--- config.mk ---
export PLATFORM = sky130hd
export DESIGN_NAME = pipe_hazard_ctrl
export DESIGN_NICKNAME = d
export VERILOG_FILES = /design/src/rtl/pipe_hazard_ctrl.sv
export SDC_FILE = /design/constraint.sdc
export NUM_CORES = 1
export LEC_CHECK = 0
export ABC_CLOCK_PERIOD_IN_PS = 1600
export BUFFER_PORTS_ARGS = -buffer_cell sky130_fd_sc_hd__buf_2
export CAP_MARGIN = 20
export CORE_MARGIN = 2
export CORE_UTILIZATION = 41
export DETAILED_ROUTE_END_ITERATION = 6
export PLACE_DENSITY = 0.74
export SKIP_LAST_GASP = 1
export SLEW_MARGIN = 10
export SYNTH_ARGS = -nofsm -noshare
export SYNTH_HDL_FRONTEND = slang
export SYNTH_SLANG_ARGS = --single-unit
--- constraint.sdc ---
create_clock -name clk -period 1.6 [get_ports clk]
set_clock_uncertainty 0.1 [all_clocks]
set_input_delay 0 -clock clk [delete_from_list [all_inputs] [get_ports clk]]
set_output_delay 0 -clock clk [all_outputs]
set_load 0.01 [all_outputs]
--- src/rtl/pipe_hazard_ctrl.sv ---
// Pipeline stall/flush sequencer for the 5-stage core registers and PC.
// Optional perf counters: define PIPE_CTRL_PERF_EN.
module pipe_hazard_ctrl #(
    parameter int REG_W     = 3,
    parameter int FLUSH_CYC = 1,
    parameter int CNT_W     = 16
) (
    input  logic             clk,
    input  logic             rst,
    input  logic [REG_W-1:0] id_rs,
    input  logic [REG_W-1:0] id_rt,
    input  logic             id_rs_vld,
    input  logic             id_rt_vld,
    input  logic             ex_mem_read,
    input  logic [REG_W-1:0] ex_rd,
    input  logic             branch_taken,
    input  logic             imem_stall,
    input  logic             dmem_req,
    input  logic             dmem_stall,
    input  logic             dmem_done,
    output logic             pc_en,
    output logic             if_id_en,
    output logic             id_ex_en,
    output logic             ex_mem_en,
    output logic             mem_wb_en,
    output logic             if_id_flush,
    output logic             id_ex_flush,
    output logic             mem_wb_bubble,
`ifdef PIPE_CTRL_PERF_EN
    output logic [CNT_W-1:0] stall_cnt,
    output logic [CNT_W-1:0] flush_cnt,
    output logic [1:0]       state_o
`else
    output logic [1:0]       state_o
`endif
);

    typedef enum logic [1:0] {
        RUN      = 2'd0,
        FLUSH    = 2'd1,
        MEM_WAIT = 2'd2
    } state_t;

    localparam int FC_W = 3;

    state_t          state, state_nxt;
    logic [FC_W-1:0] fcnt, fcnt_nxt;
    logic            ret_flush, ret_flush_nxt;
    logic            load_use, freeze;
    logic            do_frz, do_run, do_fl;

    assign load_use = ex_mem_read &
                      ((id_rs_vld & (id_rs == ex_rd)) |
                       (id_rt_vld & (id_rt == ex_rd)));
    assign freeze   = dmem_req & dmem_stall & ~dmem_done;
    assign state_o  = rst ? 2'd0 : state;

    // State, squash counter and return-to-flush flag.
    always_ff @(posedge clk) begin
        if (rst) begin
            state     <= RUN;
            fcnt      <= '0;
            ret_flush <= 1'b0;
        end else begin
            state     <= state_nxt;
            fcnt      <= fcnt_nxt;
            ret_flush <= ret_flush_nxt;
        end
    end

    // Pick the active rule set, then derive enables and next state.
    always_comb begin
        pc_en         = 1'b1;
        if_id_en      = 1'b1;
        id_ex_en      = 1'b1;
        ex_mem_en     = 1'b1;
        mem_wb_en     = 1'b1;
        if_id_flush   = 1'b0;
        id_ex_flush   = 1'b0;
        mem_wb_bubble = 1'b0;
        state_nxt     = state;
        fcnt_nxt      = fcnt;
        ret_flush_nxt = ret_flush;
        do_frz        = 1'b0;
        do_run        = 1'b0;
        do_fl         = 1'b0;

        if (rst) begin
            state_nxt     = RUN;
            fcnt_nxt      = '0;
            ret_flush_nxt = 1'b0;
        end else begin
            unique case (state)
                RUN: begin
                    if (freeze) begin
                        do_frz        = 1'b1;
                        state_nxt     = MEM_WAIT;
                        ret_flush_nxt = 1'b0;
                    end else begin
                        do_run = 1'b1;
                    end
                end
                FLUSH: begin
                    if (freeze) begin
                        do_frz        = 1'b1;
                        state_nxt     = MEM_WAIT;
                        ret_flush_nxt = 1'b1;
                    end else begin
                        do_fl = 1'b1;
                        if (fcnt <= FC_W'(1)) begin
                            state_nxt = RUN;
                            fcnt_nxt  = '0;
                        end else begin
                            fcnt_nxt = fcnt - 1'b1;
                        end
                    end
                end
                MEM_WAIT: begin
                    if (!dmem_done) begin
                        do_frz = 1'b1;
                    end else begin
                        ret_flush_nxt = 1'b0;
                        if (ret_flush) begin
                            do_fl     = 1'b1;
                            state_nxt = FLUSH;
                        end else begin
                            do_run = 1'b1;
                        end
                    end
                end
                default: begin
                    state_nxt = RUN;
                    fcnt_nxt  = '0;
                end
            endcase
        end

        if (do_frz) begin
            pc_en         = 1'b0;
            if_id_en      = 1'b0;
            id_ex_en      = 1'b0;
            ex_mem_en     = 1'b0;
            mem_wb_bubble = 1'b1;
        end else if (do_fl) begin
            if_id_flush = 1'b1;
        end else if (do_run) begin
            state_nxt = RUN;
            if (branch_taken) begin
                if_id_flush = 1'b1;
                id_ex_flush = 1'b1;
                if (FLUSH_CYC > 1) begin
                    state_nxt = FLUSH;
                    fcnt_nxt  = FC_W'(FLUSH_CYC - 1);
                end
            end else if (load_use) begin
                pc_en       = 1'b0;
                if_id_en    = 1'b0;
                id_ex_flush = 1'b1;
            end else if (imem_stall) begin
                pc_en       = 1'b0;
                if_id_flush = 1'b1;
            end
        end
    end

`ifdef PIPE_CTRL_PERF_EN
    // Saturating stall and squash cycle counters.
    always_ff @(posedge clk) begin
        if (rst) begin
            stall_cnt <= '0;
            flush_cnt <= '0;
        end else begin
            if (!pc_en && stall_cnt != '1)
                stall_cnt <= stall_cnt + 1'b1;
            if (if_id_flush && flush_cnt != '1)
                flush_cnt <= flush_cnt + 1'b1;
        end
    end
`endif

endmodule
---- Word-level counts from Yosys, hierarchy flattened ----
Cells that the tools add are included.
word-level totals
  bits in latches ......................... 0
  output and inout port bits .............. 10
  RAM bits ................................ 0
  register bits ........................... 6
  input bits .............................. 19
  bits in read-only memories .............. 0
  word-level logic and storage cells ...... 81
  memories kept ........................... 0
operators by class
  divide/modulo/power cells ............... 0
  magnitude comparators ................... 1
  equality and inequality tests ........... 8
  add/sub/neg operators ................... 1
  reduce and logical (&&, ||, !) cells .... 6
  multipliers ............................. 0
  muxes and demuxes ....................... 54
  bitwise logic cells ..................... 8
  shifts and indexed selects .............. 0
operators by type and width
  cell                 number
  $mux 1               37
  $mux 2               9
  $ne 2x2->1 const B   4
  $eq 3x3->1           2
  $mux 3               2
  $pmux 1 s2           3
  $pmux 2 s3           1
  $pmux 3 s2           1
  $and 1x1->1          5
  $reduce_and 4->1     1
  $reduce_or 2->1      2
  $le 3x1->1 const B   1
  $pmux 1 s3           1
  $reduce_bool 3->1    1
  $sub 3x1->3 const B  1
  $eq 2x1->1 const B   1
  $eq 2x2->1 const B   1
  $logic_not 2->1      1
  $not 1->1            2
  $reduce_and 2->1     1
  $or 1x1->1           1

---- Longest topological paths before layout ----
Gate-level depths: netlist (run 1).
  word-level depth ........................ 9
  depth in mapped cells ................... 7
  mapped depth without buffers ............ 7

---- Least setup slack after synthesis (run 1) ----
OpenSTA, ideal clock, no wires.
  path kind ............................... register to output
  from .................................... register state[0]
  to ...................................... output port id_ex_en
  path buffers ............................ 1
  stages on the path, launching flop included .. 7
  data required time ...................... 1.500 ns
  setup slack ............................. -0.203 ns
  data arrival time ....................... 1.703 ns
  cells stage by stage .................... dfxtp_1 inv_1 ha_1 o211ai_2 a2111oi_4 inv_1 buf_4
between the ends
  cells in the longest elaborated chain, start to end .. 5
  elaborated cells between the ends (all ways) .. 7
  those cells by class .................... eq/ne: 2; mux: 3; reduce/logical: 2
ends and longest elaborated chain
  item                                                  line  RTL
  start, declared                                       46    state_t state, state_nxt;
  start signal, assigned                                65    state <= state_nxt;
  $eq 2x1->1 / $logic_not 2->1 (equally long branches)  93    unique case (state)
  $reduce_or 2->1 (no line)                             n/a
  $pmux 1 s2 (*)                                        93
  $mux 1 (*)                                            88    if (rst) begin
  $mux 1 (*)                                            n/a
  end, declared                                         23    output logic id_ex_en,
Mark *: on every way between the ends. The rest lies on a longest branch, timed or not.

---- Final worst setup path (run 1) ----
  from .................................... register state[0]
  to ...................................... output port if_id_en
between the ends
  cells in the longest elaborated chain, start to end .. 6
  elaborated cells between the ends (all ways) .. 13
  those cells by class .................... eq/ne: 2; mux: 9; reduce/logical: 2
ends and longest elaborated chain
  item                                                  line  RTL
  $eq 2x2->1 / $logic_not 2->1 (equally long branches)  93
  $pmux 1 s2                                            93
  $mux 1                                                88
  $mux 1                                                146   end else if (do_run) begin
  $mux 1                                                144   end else if (do_fl) begin
  $mux 1 (*)                                            138   if (do_frz) begin
  end, declared                                         22    output logic if_id_en,
Marks and branches as above.

==> results of run 1 <==
-- cells in the mapped netlist --
cell type / number
a211o_1: 1
or2_2: 1
dfxtp_1: 6
or3b_1: 1
a21boi_1: 1
nand4_1: 2
a211oi_1: 1
a21oi_1: 10
nor2_1: 10
nor3_2: 1
nor3b_1: 1
conb_1: 1
a221o_2: 1
a21boi_0: 1
clkbuf_1: 1
inv_1: 7
o21ai_1: 2
nand2b_1: 1
a31o_1: 1
o211ai_2: 1
xnor2_1: 6
and3b_1: 1
nand3_1: 1
ha_1: 5
nor2b_1: 1
a2111oi_4: 1
or3_1: 1
o21ai_0: 4
o22ai_1: 1
nor3_1: 4
a31oi_1: 1
nand2_1: 2
a21oi_2: 1
buf_4: 3
nand3b_1: 2
-- registers in the layout (all words and copies together), names as in the netlist --
signal / flops
state: 2
ret_flush: 1
fcnt: 3
-- per-stage QoR --
| step | hold WS, ns | instance area, sq um | utilization, % | instances |
|---|---|---|---|---|
| 2_1_floorplan | -0.0607 | 701 | - | 85 |
| 3_3_place_gp | 0.230 | 950 | 63.8 | 140 |
| 3_5_place_dp | 0.230 | 950 | 63.8 | 140 |
| 4_1_cts | 0.131 | 1070 | 72.0 | 148 |
| 5_1_grt | 0.170 | 1150 | 77.2 | 152 |
| 6_report | 0.138 | 1150 | 77.2 | 152 |
-- power by group through the flow --
stage	sequential (mW)	combinational, mW	clock [mW]
final	0.148	0.149	0.157
after global routing	0.147	0.161	0.162
after CTS	0.148	0.137	0.151
after detailed placement	0.154	0.118	0
after global placement	0.154	0.114	0
after floorplan	0.154	0.0695	0
-- repair_timing --
item,4_1_cts,5_1_grt
buffers inserted,2,4
pin swaps,4,6
endpoints found under the setup margin,9,12
hold buffers,3,0
endpoints found under the hold margin,2,0
gates resized for setup,14,11
-- worst register-to-register path: stages, from the launching register on --
cell and delay [ns]:
dfxtp_4 0.38, inv_4 0.06, ha_4 0.18, a21boi_2 0.15
o22ai_2 0.20, buf_4 0.15, nor3b_2 0.04, or3_4 0.36
a21oi_2 0.12
-- placed cells by master (no fill, tap or decap), drive strengths merged --
| cell | n |
|---|---|
| or3 | 1 |
| or3b | 1 |
| and3b | 1 |
| nor3 | 5 |
| buf | 49 |
| nand4 | 2 |
| nand2 | 2 |
| or2 | 1 |
| nand3 | 1 |
| nor2b | 1 |
| o21ai | 6 |
| o22ai | 1 |
| nor3b | 1 |
| a21oi | 11 |
| a211o | 1 |
| o211ai | 1 |
| clkbuf | 3 |
| inv | 7 |
| nor2 | 10 |
| a31o | 1 |
| nand3b | 2 |
| a31oi | 1 |
| dfxtp | 6 |
| a21boi | 2 |
| dlygate4sd3 | 3 |
| a211oi | 1 |
| a2111oi | 1 |
| a221o | 1 |
| nand2b | 1 |
| ha | 5 |
| xnor2 | 6 |
| conb | 1 |
-- area by class of cell --
| type | count | area, sq um |
|---|---|---|
| Clock buffer | 3 | 22.5 |
| Tap cell | 16 | 20.0 |
| Timing Repair Buffer | 52 | 353 |
| Multi-Input combinational cell | 68 | 586 |
| Inverter | 7 | 41.3 |
| Sequential cell | 6 | 128 |
| Fill cell | 106 | 339 |
-- metal layers --
layer | global-route usage, % | vias to the layer above
li1 | - | 400
met1 | 24.4 | 373
met2 | 45.6 | 43
met3 | 3.75 | 10
met4 | 13.3 | 0
met5 | 0 | -
-- cell families (layout without fill, tap and decap cells) --
group	after synthesis	in the layout
simple gates	29	29
compound gates	27	27
buf+inv	11	62
xor+xnor	6	6
flops	6	6
fa+ha+maj	5	5
other cells	1	1
-- worst max path at each step --
stage | to | cells after the start | from
final | if_id_en | 8 | state[0]
after global routing | if_id_en | 8 | state[1]
after CTS | if_id_en | 8 | state[0]
after detailed placement | if_id_en | 8 | state[0]
after global placement | if_id_en | 8 | state[0]
after floorplan | if_id_flush | 7 | state[1]
==> metrics.cfg, run 1 <==
[min_path]
hold-path-endpoint = state[0]
hold_path.startpoint = rst
timing.hold.worst.class = in -> reg
whs_path_depth = 3

[power_and_ir_drop]
internal_power_mw = 0.309
sequentialPowerShare_pct = 32.5
p_total_mw = 0.453
vdd.ir_drop.worst_mv = 0.308
switchingPower_mw = 0.144
power.static_leakage_nw = 0.469
p_sw_share_pct = 31.8
power.share.clock_pct = 34.7
p_per_area_nw_per_um2 = 394
power.combinational.fraction_pct = 32.8

[sta]
fin_setup_tns_ns = -2.95
rsz_0062_raised_after_global_routing = yes
post-route-period-util_pct = 128
finalSetupViolations = 12
timing_hold_violations_final = 0
clock.fmax_mhz = 490
report.final.slew_viol_count = 0
period_minus_slack_ns = 2.04
postLayoutSetupSlackWorst_ns = -0.441

[grt]
first_global_vias = 853
grt_start_max_net_pins = 11
grt_overflow = 0
track_usage_pct = 24.0
number_of_antenna_violations_at_the_first_check_in_global_routing = 0
grt_pass1_wl_mm = 3.44

[synthesis]
netlist.top_cell.by_area = dfxtp_1
postSynthAreaPerCell_sq_um = 7.55
synth-compound-area-share_pct = 30.0
synth_area_sq_um = 642
ys_seq_elements = 6
number_of_library_cell_types_mapped_by_synthesis = 35
synth-simple-area-share_pct = 24.6
synth_mux_area_share_pct = 0
synth-warning-count = 0
synthTopCellsByArea = dfxtp_1 19%, ha_1 9.7%, xnor2_1 8.2%, a21oi_1 7.8%, nor2_1 5.8%
synth_top_family_by_area = compound AO/OA/AOI/OAI gates
number_of_nets_in_the_synthesized_netlist = 109
synth_sequential_area_ratio_pct = 18.7
synth_adder_area_share_pct = 9.75
synthXorXnorAreaFrac_pct = 8.19
synth_cells = 85
synth_top_area_share_pct = 18.7

[setup_path]
crit_chain = buf_4 > ha_4 > a31o_1 > nand3_2 > or3b_4 > nor2_4 > a21oi_1 > buf_2
cp_data_arrival_time_ns = 1.94
critical_path_required_ns = 1.50
regToRegEndpoint = state[1]
length_in_cells_of_the_worst_reg_to_reg_path = 8
crit_path_start_kind = flop
rr_startpoint = state[1]
critical-path-max-stage-delay_ns = 0.41
cp_max_delay_cell = or3b_4
worst-setup-path-type = reg -> out
cpLargestDelayFamily = simple AND/OR/NAND/NOR gates
worstPathBufferInverterCount = 2
critical_path.endpoint_type = output pin
ff2ff_setup_slack_ns = -0.21
path_max_fanout = 4

[route]
dr_wl_met3_um = 137
postRouteAntennaNets = 0
wl_per_cell_um = 15.1
route.top_layer_used = met4
dr_iter_0_viols = 7
m1WireLength_um = 839
drc = 0
vias = 826
dr_wl_met2_mm = 1.23
wl_mm = 2.30
detailedRoute.firstPassIterationCount = 4
drt-vias-per-instance = 5.43

[cts]
clock-sinks = 6
root_buffer = clkbuf_4
clkSlewWorstSetupHoldPaths_ns = 0.06
clk-insertion-delay-late_ns = 0.26
ctsLongestPathBuffers = 2
total_clock_buffers_created_by_cts = 3
clock_tree_from_tritoncts = done
cts-htree-levels = 1

[floorplanning]
num_io_pins = 29
initial_utilization_pct = 43.1
dieHeight_um = 43.6
core_sq_um = 1490
chipWidth_um = 43.6
floorplan.die_area_sq_um = 1900
fp-row-count = 14

[layout]
n_antenna_cell = 0
nNetsFinal = 162
post_route_cells_drive_above_1_share_pct = 60.3
layout-area-overhead-vs-synth_pct = 79.1

[flow_run]
maxCapViolCount = 0

[placement]
gpl.final_weighted_congestion = 0.928
port_buffers = 27
detailedPlacementHpwl_mm = 1.48
place_ws_ns = -0.154

[run_status]
failed_checks = setup timing
outcome = finished with violations

No activity file was read; power rests on OpenSTA's default activity.
==> run 2, diff against run 1 <==
- CTS_BUF_LIST: unset -> sky130_fd_sc_hd__clkbuf_16
- GPL_TIMING_DRIVEN: unset -> 0
==> run 2 against run 1 <==
  * The flow still finishes with violations (setup timing)
  * Largest power group unchanged
  * Power grew 50%
  * Sequential cell count unchanged
  * Largest cell class unchanged
  * First-iteration DRC count is 71% higher
  * Via count down 11%
  * Cell area shrank 5.9%
  * Die area unchanged
  * Worst hold slack worse by 0.0085 ns
==> metrics.cfg, run 2 (same netlist as run 1, synthesis figures left out) <==
[run_status]
outcome = finished with violations
failed_checks = setup timing

[cts]
clock-sinks = 6
total_clock_buffers_created_by_cts = 3
clkSlewWorstSetupHoldPaths_ns = 0.03
ctsLongestPathBuffers = 2
clock_tree_from_tritoncts = done
root_buffer = clkbuf_16
cts-htree-levels = 1
holdBufCountCts = 0
clk-insertion-delay-late_ns = 0.23

[floorplanning]
fp-row-count = 14
num_io_pins = 29
initial_utilization_pct = 43.1
dieHeight_um = 43.6
floorplan.die_area_sq_um = 1900
core_sq_um = 1490
chipWidth_um = 43.6

[route]
m1WireLength_um = 726
dr_wl_met3_um = 101
postRouteAntennaNets = 0
detailedRoute.firstPassIterationCount = 4
vias = 732
drt-vias-per-instance = 5.27
dr_iter_0_viols = 12
drc = 0
wl_per_cell_um = 12.4
wl_mm = 1.72
dr_wl_met2_um = 847
route.top_layer_used = met4

[setup_path]
critical_path.endpoint_type = output pin
worst-setup-path-type = reg -> out
path_max_fanout = 3
ff2ff_setup_slack_ns = -0.30
regToRegEndpoint = state[1]
length_in_cells_of_the_worst_reg_to_reg_path = 9
rr_startpoint = state[0]
crit_path_start_kind = flop
critical_path_required_ns = 1.50
cp_data_arrival_time_ns = 1.85

[layout]
final_util_pct = 72.7
layout_commonest_cell = buf_2
n_fill_cell = 106
post_route_cells_drive_above_1_share_pct = 53.7
nNetsFinal = 149
mostFrequentLayoutCells = 23 x buf_2, 10 x buf_4, 10 x a21oi_1
n_antenna_cell = 0
largest_registers = fcnt (3), state (2), ret_flush (1)
largest_register = fcnt
layout-area-overhead-vs-synth_pct = 68.6
largest_register_ffs = 3

[placement]
detailedPlacementHpwl_mm = 1.14
port_buffers = 26
gpl.final_weighted_congestion = 0.835
place_ws_ns = -0.256

[grt]
grt_overflow = 0
track_usage_pct = 20.2
first_global_vias = 722
grt_pass1_wl_mm = 2.92
grt_start_max_net_pins = 11
number_of_antenna_violations_at_the_first_check_in_global_routing = 0

[sta]
period_minus_slack_ns = 1.95
finalSetupViolations = 9
postLayoutSetupSlackWorst_ns = -0.354
worst_slew_pin_slew_ns = 0.531
report.final.slew_viol_count = 0
timing.max_slew.rel_slack_pct = 64.2
whs_ns = 0.130
rsz_0062_raised_after_global_routing = yes
clock.fmax_mhz = 512
timing_hold_violations_final = 0
post-route-period-util_pct = 122

[power_and_ir_drop]
power.static_leakage_nw = 0.425
p_per_area_nw_per_um2 = 629
vdd.ir_drop.worst_mv = 0.642
p_total_mw = 0.681

[min_path]
hold_path.startpoint = dmem_done
whs_path_depth = 4
timing.hold.worst.class = in -> reg
hold-path-endpoint = state[1]

[flow_run]
maxCapViolCount = 0

-- run 2: cell count changes in the layout (fill, tap and decap cells not counted), moves of 2 or more --
| cell | change |
|---|---|
| clkbuf_4 | -3 |
| inv_2 | +2 |
| dlygate4sd3_1 | -3 |
| clkbuf_16 | +3 |
| buf_4 | -11 |
-- run 2: worst max-delay path by stage --
stage / from / to
after floorplan: state[1] / if_id_flush
after global placement: state[0] / if_id_en
after detailed placement: state[0] / if_id_en
after CTS: state[1] / if_id_en
after global routing: state[0] / if_id_en
final: state[0] / if_id_en
-- run 2: layer usage --
| metal | vias up | track usage (%) |
|---|---|---|
| li1 | 379 | - |
| met1 | 323 | 22.8 |
| met2 | 26 | 35.0 |
| met3 | 4 | 5.00 |
| met4 | 0 | 9.70 |
| met5 | - | 0 |
-- run 2: worst max-delay path, stage by stage, from the launching register on --
cell      delay, ns
dfxtp_4        0.36
inv_4          0.08
ha_4           0.15
a21boi_2       0.17
o22ai_2        0.11
or3b_4         0.43
nor2_4         0.10
a21oi_1        0.07
buf_2          0.16
-- run 2: where the power goes --
| part | switching [mW] | total, mW | internal [mW] |
|---|---|---|---|
| clock | 0.0783 | 0.398 | 0.320 |
| combinational | 0.0660 | 0.134 | 0.0680 |
| sequential | 0.000749 | 0.149 | 0.148 |
| total | 0.145 | 0.681 | 0.536 |
-- run 2: repair_timing --
action                                  in CTS  in global routing
endpoints found under the setup margin       9                 11
setup buffers                                8                  1
hold endpoints to repair                     0                  0
gates resized for setup                     14                  4
pin swaps                                   11                  5
gates cloned                                 0                  0
-- run 2: area by class of cell --
class / instances / area [sq um] / share of cell area (%)
buffer: 4 / 30.0 / 2.77
clock buffer: 3 / 75.1 / 6.94
inverter: 7 / 33.8 / 3.12
multi-input combinational: 68 / 576 / 53.2
sequential: 6 / 128 / 11.8
tap: 16 / 20.0 / 1.85
timing repair buffer: 35 / 220 / 20.3
-- run 2: through the flow --
stage	setup TNS (ns)	std cells	area, sq um
final	-2.46	139	1080
after CTS	-2.26	138	1050
after floorplan	-0.182	85	701
after global placement	-1.20	127	851
after global routing	-3.11	139	1080
after detailed placement	-1.28	127	851
